`src/rtl/block_deserializer.sv`:
```
// rtl/block_deserializer.sv - packs N consecutive BSIZE-bit stream words into one BLOCK-bit block
// The first accepted word lands in the top bits; output is registered with a one-gate ready path.
module block_deserializer #(
  parameter int BSIZE = 32,
  parameter int BLOCK = 128
) (
  input  logic             clk,
  input  logic             syn_rst,
  input  logic [BSIZE-1:0] in_data,
  input  logic             in_valid,
  output logic             in_ready,
  output logic [BLOCK-1:0] out_data,
  output logic             out_valid,
  input  logic             out_ready
);

  localparam int N  = BLOCK / BSIZE;
  localparam int CW = (N > 1) ? $clog2(N) : 1;

  generate
    if ((BLOCK % BSIZE) != 0 || N < 2) begin : g_bad_params
      $error("block_deserializer: BLOCK must be a multiple of BSIZE with at least two words");
    end
  endgenerate

  logic [BLOCK-1:0] sreg;
  logic [CW-1:0]    cnt;
  logic             full;
  logic             in_fire;
  logic             last_word;

  // Accepting in the same cycle the pending block drains keeps throughput at one block per N cycles.
  assign in_ready  = !syn_rst & (!full | out_ready);
  assign in_fire   = in_valid & in_ready;
  assign last_word = (cnt == CW'(N - 1));

  always_ff @(posedge clk) begin
    if (syn_rst) begin
      sreg <= '0;
      cnt  <= '0;
      full <= 1'b0;
    end else begin
      if (in_fire) begin
        sreg <= {sreg[BLOCK-BSIZE-1:0], in_data};
        cnt  <= last_word ? '0 : cnt + CW'(1);
      end
      // With N >= 2 a completing word can never coincide with the pending block draining.
      full <= (full & !out_ready) | (in_fire & last_word);
    end
  end

  assign out_data  = sreg;
  assign out_valid = full;

endmodule

```
`config.mk`:
```
export PLATFORM = sky130hd
export DESIGN_NAME = block_deserializer
export DESIGN_NICKNAME = d
export VERILOG_FILES = /design/src/rtl/block_deserializer.sv
export SDC_FILE = /design/constraint.sdc
export NUM_CORES = 1
export LEC_CHECK = 0
export CAP_MARGIN = 10
export CORE_UTILIZATION = 45
export CTS_BUF_LIST = sky130_fd_sc_hd__clkbuf_16
export DETAILED_ROUTE_END_ITERATION = 6
export GPL_TIMING_DRIVEN = 0
export PLACE_DENSITY_LB_ADDON = 0.08
export SYNTH_ARGS = -nofsm -noshare
export SYNTH_HDL_FRONTEND = slang
export SYNTH_SLANG_ARGS = --single-unit
```
`constraint.sdc`:
```
create_clock -name clk -period 1.5 [get_ports clk]
set_clock_uncertainty 0.1 [all_clocks]
set_input_delay 0.15 -clock clk [delete_from_list [all_inputs] [get_ports clk]]
set_output_delay 0.15 -clock clk [all_outputs]
set_load 0.01 [all_outputs]
```
* Word-level counts from Yosys, hierarchy flattened
Cells that the tools add are included.
Operators by class: add/subtract/negate cells 1, reductions and logical operators 3, equality and inequality tests 1, multiplexer cells 1, bitwise logic cells 6
Operators with widths (number):
- $and A1 B1 Y1 | 4
- $logic_not A1 Y1 | 3
- $add A2 B1 Y2 const B | 1
- $eq A2 B2 Y1 const B | 1
- $mux W2 | 1
- $or A1 B1 Y1 | 2
Word-level totals: input port bits 36, flip-flop bits (word level) 131

* Logic depth before layout (Yosys ltp)
depth after elaboration 6, mapped depth 6

* Worst setup path after synthesis
Ideal clock, no wire load.
path kind reg2reg, start reg full (netlist: out_valid), end reg sreg[62] (netlist: out_data[62]), stages on the path, launching flop included 6, arrival 1.120 ns, setup slack 0.209 ns, path buffers 2, library setup time 0.070 ns, cells stage by stage dfxtp_1 -> and2b_1 -> buf_2 -> buf_2 -> o21ai_0 -> a21oi_1
On the way: cells in the longest elaborated chain, start to end 4
RTL lines:
- start, declared | line 28 | logic full;
- start signal, assigned | line 48 | full <= (full & !out_ready) | (in_fire & last_word);
- $logic_not A1 Y1 | line 33 | assign in_ready = !syn_rst & (!full | out_ready);
- $or A1 B1 Y1 | line 33
- $and A1 B1 Y1 | line 33
- $and A1 B1 Y1 | line 34 | assign in_fire = in_valid & in_ready;
- end signal, assigned | line 44 | sreg <= {sreg[BLOCK-BSIZE-1:0], in_data};
- end, declared | line 26 | logic [BLOCK-1:0] sreg;
No other way between the ends. A chain may end at the register's enable or synchronous reset.

* Worst setup path after layout
start reg full (netlist: out_valid), end out in_ready
On the way: cells in the longest elaborated chain, start to end 3
RTL lines:
- $logic_not A1 Y1 | line 33
- $or A1 B1 Y1 | line 33
- $and A1 B1 Y1 | line 33
- end, declared | line 11 | output logic in_ready,
No other way between the ends.

==> reports/results.ini <==
[finish]
layout_commonest_cell = a21oi_1
layout_cell_share_with_drive_strength_beyond_1 = 0.108
non_filler_cell_area_final_um2 = 7350
most_frequent_cells_in_the_layout = 131 x a21oi_1, 129 x nand3_1, 129 x dfxtp_1, 129 x dlygate4sd2_1, 71 x o21ai_1
finish.net_count = 823
area_growth_syn_to_layout_pct = 49.5
antenna_cells = 0
final-instance-count-excl-fill = 934

[global_routing]
number_of_global_route_vias_before_repair = 4797
grt_antenna_before_repair = 0
track_usage = 0.276
largest_net_degree_at_the_start_of_global_routing = 17
grt-ovfl-total = 0
grt_first_pass_wirelength_um = 24500

[route]
antenna_nets_post_route = 0
first_pass_iters = 5
number_of_vias_per_cell = 5.62
wire_length_per_cell_um = 17.0
wirelength_routed_um = 15900
number_of_remaining_drc_errors = 0
routed_met2_length_um = 7690
met3_length_um = 1050
vias = 5250
routed.top_layer = met4
number_of_drc_markers_in_iteration_0 = 371
routedLengthMet1_um = 6940

[place]
dpl.cell_count = 899
port_buffers = 163
place.gp.congestion = 0.798
detailedPlacementHpwl_um = 11400
dpl_cell_area_um2 = 6720

[critical_path]
slowest_delay_ps = 330
timing_worst_setup_path_type = flip-flop to output port
r2r-start = out_valid$_SDFF_PP0_
worstPathArrival_ps = 1280
worst-r2r-setup-slack_ps = 20
crit_path_max_fanout = 8
worst-r2r-cell-count = 6
timing.critical_path.from = out_valid$_SDFF_PP0_
endpoint_kind = output port
crit-reg2reg-capture = out_data[81]$_SDFFE_PP0P_
worstSetupStartpointType = flip-flop
required_ps = 1250
crit_slowest_cell = dfxtp_2
cell_by_cell_trace_of_the_critical_path = and2b_2 > buf_8 > nor2_4 > buf_6

[power_and_ir_drop]
vdd_ir_drop_max_uv = 905
total_leakage_power_nw = 3.09
total_power_mw = 8.41
power.density_nw_per_um2 = 1140

[sta]
worst_slew_margin_rel = 0.611
setup_total_negative_slack_ps = -32.8
final_number_of_max_transition_violations = 0
layout_min_cycle_time_ps = 1530
fin_ws_ps = -32.8
post-route-period-util = 1.02
timing.fmax_mhz = 652
setup_viol_count_final = 1
fin_worst_hold_slack_ps = 191
finalHoldViolCount = 0
rsz0062_at_grt = yes
tightest_slew_ps = 584

[synthesis]
synth_warnings = 0
number_of_synthesized_register_bits = 131
synthesis.area_per_instance_um2 = 8.20
post_synth_inst_count = 600
synth_nets = 637
yosysUniqueCellTypes = 17
yosysSeqAreaShare = 0.533
post_synth_instance_area_um2 = 4920

[floorplanning]
floorplan.initialDensity = 0.470
design.die.area_um2 = 11300
floorplan.die.height_um = 107
die-width_um = 107
top_level_ports = 166
coreArea_um2 = 10500
rows = 37

[clock_tree]
clock_tree.root_cell = clkbuf_16
number_of_clock_sinks = 131
cts_tree = done
cts-buffers-inserted = 17
worst_setup_hold_path_clk_slew_ps = 60
clock_tree.buffer_depth = 2
cts_hold_buffers = 0
clock_insertion_delay_at_the_later_pin_of_the_skew_report_ps = 410
htreeDepth = 4

[hold_path]
hp-class = primary input to flip-flop
hold_path_sink = out_data[4]$_SDFFE_PP0P_
worstHoldPathCells = 3
worstHoldStart = in_data[4]

[status]
failing_checks = negative setup slack
status = finished, violations left

[run]
drv.max_cap_violation_count = 0

report_power, final:
part           internal, mW  total [mW]  switching [mW]
clock                  2.59        4.12            1.53
combinational         0.270       0.626           0.356
sequential             3.58        3.66          0.0846
total                  6.44        8.41            1.97
metrics by stage:
step / worst slack, ps / utilization
5_1_grt: -65.7 / 0.703
3_3_place_gp: -567 / 0.642
2_1_floorplan: 209 / -
4_1_cts: -59.1 / 0.688
6_report: -32.8 / 0.703
3_5_place_dp: -602 / 0.642
state kept, by name, indices dropped and copies added (netlist names):
register,flops
out_data,128
cnt,2
out_valid,1
metal layers:
metal / vias to the layer above / track usage
met5: - / 0
met3: 16 / 0.0656
li1: 2541 / -
met1: 2483 / 0.360
met2: 210 / 0.454
met4: 0 / 0.0841
area by class of cell:
cell class	instances	area (um^2)
flip-flops and latches	131	2630
inverters	1	3.75
clock inverters	14	163
clock buffers	17	425
well taps	136	170
repair buffers	167	1510
fillers	933	3110
multi-input cells	396	2070
plain buffers	72	387
critical path: cells and delay by family, from the launching register on:
| kind | cells | cell delay (ps) |
|---|---|---|
| flops | 1 | 330 |
| simple gates | 2 | 290 |
| buf+inv | 2 | 240 |
synthesized netlist by cell type:
master | n | area [um^2]
a21oi_1 | 131 | 656
dfxtp_1 | 131 | 2620
nand3_1 | 129 | 646
o21ai_0 | 92 | 460
clkbuf_1 | 53 | 199
o21ai_1 | 38 | 190
buf_2 | 13 | 65.1
buf_1 | 4 | 15.0
and2b_1 | 1 | 7.51
buf_4 | 1 | 7.51
buf_6 | 1 | 11.3
ha_1 | 1 | 12.5
inv_2 | 1 | 3.75
nand2_1 | 1 | 3.75
nand2b_1 | 1 | 6.26
nor2_1 | 1 | 3.75
or4_1 | 1 | 7.51
timing repair:
action,4_1_cts,5_1_grt
endpoints found under the hold margin,0,0
setup buffers,1,3
endpoints found under the setup margin,231,107
resized for setup,168,86
pin swaps,0,1
how the worst max path moves through the flow:
| stage | slack [ps] | end | cells past startpoint |
|---|---|---|---|
| 5_1_grt | -70 | in_ready | 4 |
| 3_3_place_gp | -570 | in_ready | 5 |
| 2_1_floorplan | 210 | out_data[62]$_SDFFE_PP0P_ | 5 |
| 6_report | -30 | in_ready | 4 |
| 4_1_cts | -60 | in_ready | 4 |
| 3_5_place_dp | -600 | in_ready | 5 |
cells by family after synthesis:
kind of cell | after synthesis | synth area share
adder cells (fa/ha/maj) | 1 | 0.00254
buffers and inverters | 73 | 0.0613
AND/OR/NAND/NOR | 134 | 0.137
AO/OA/AOI/OAI | 261 | 0.266
flip-flops | 131 | 0.533
(Power assumes the default switching activity.)
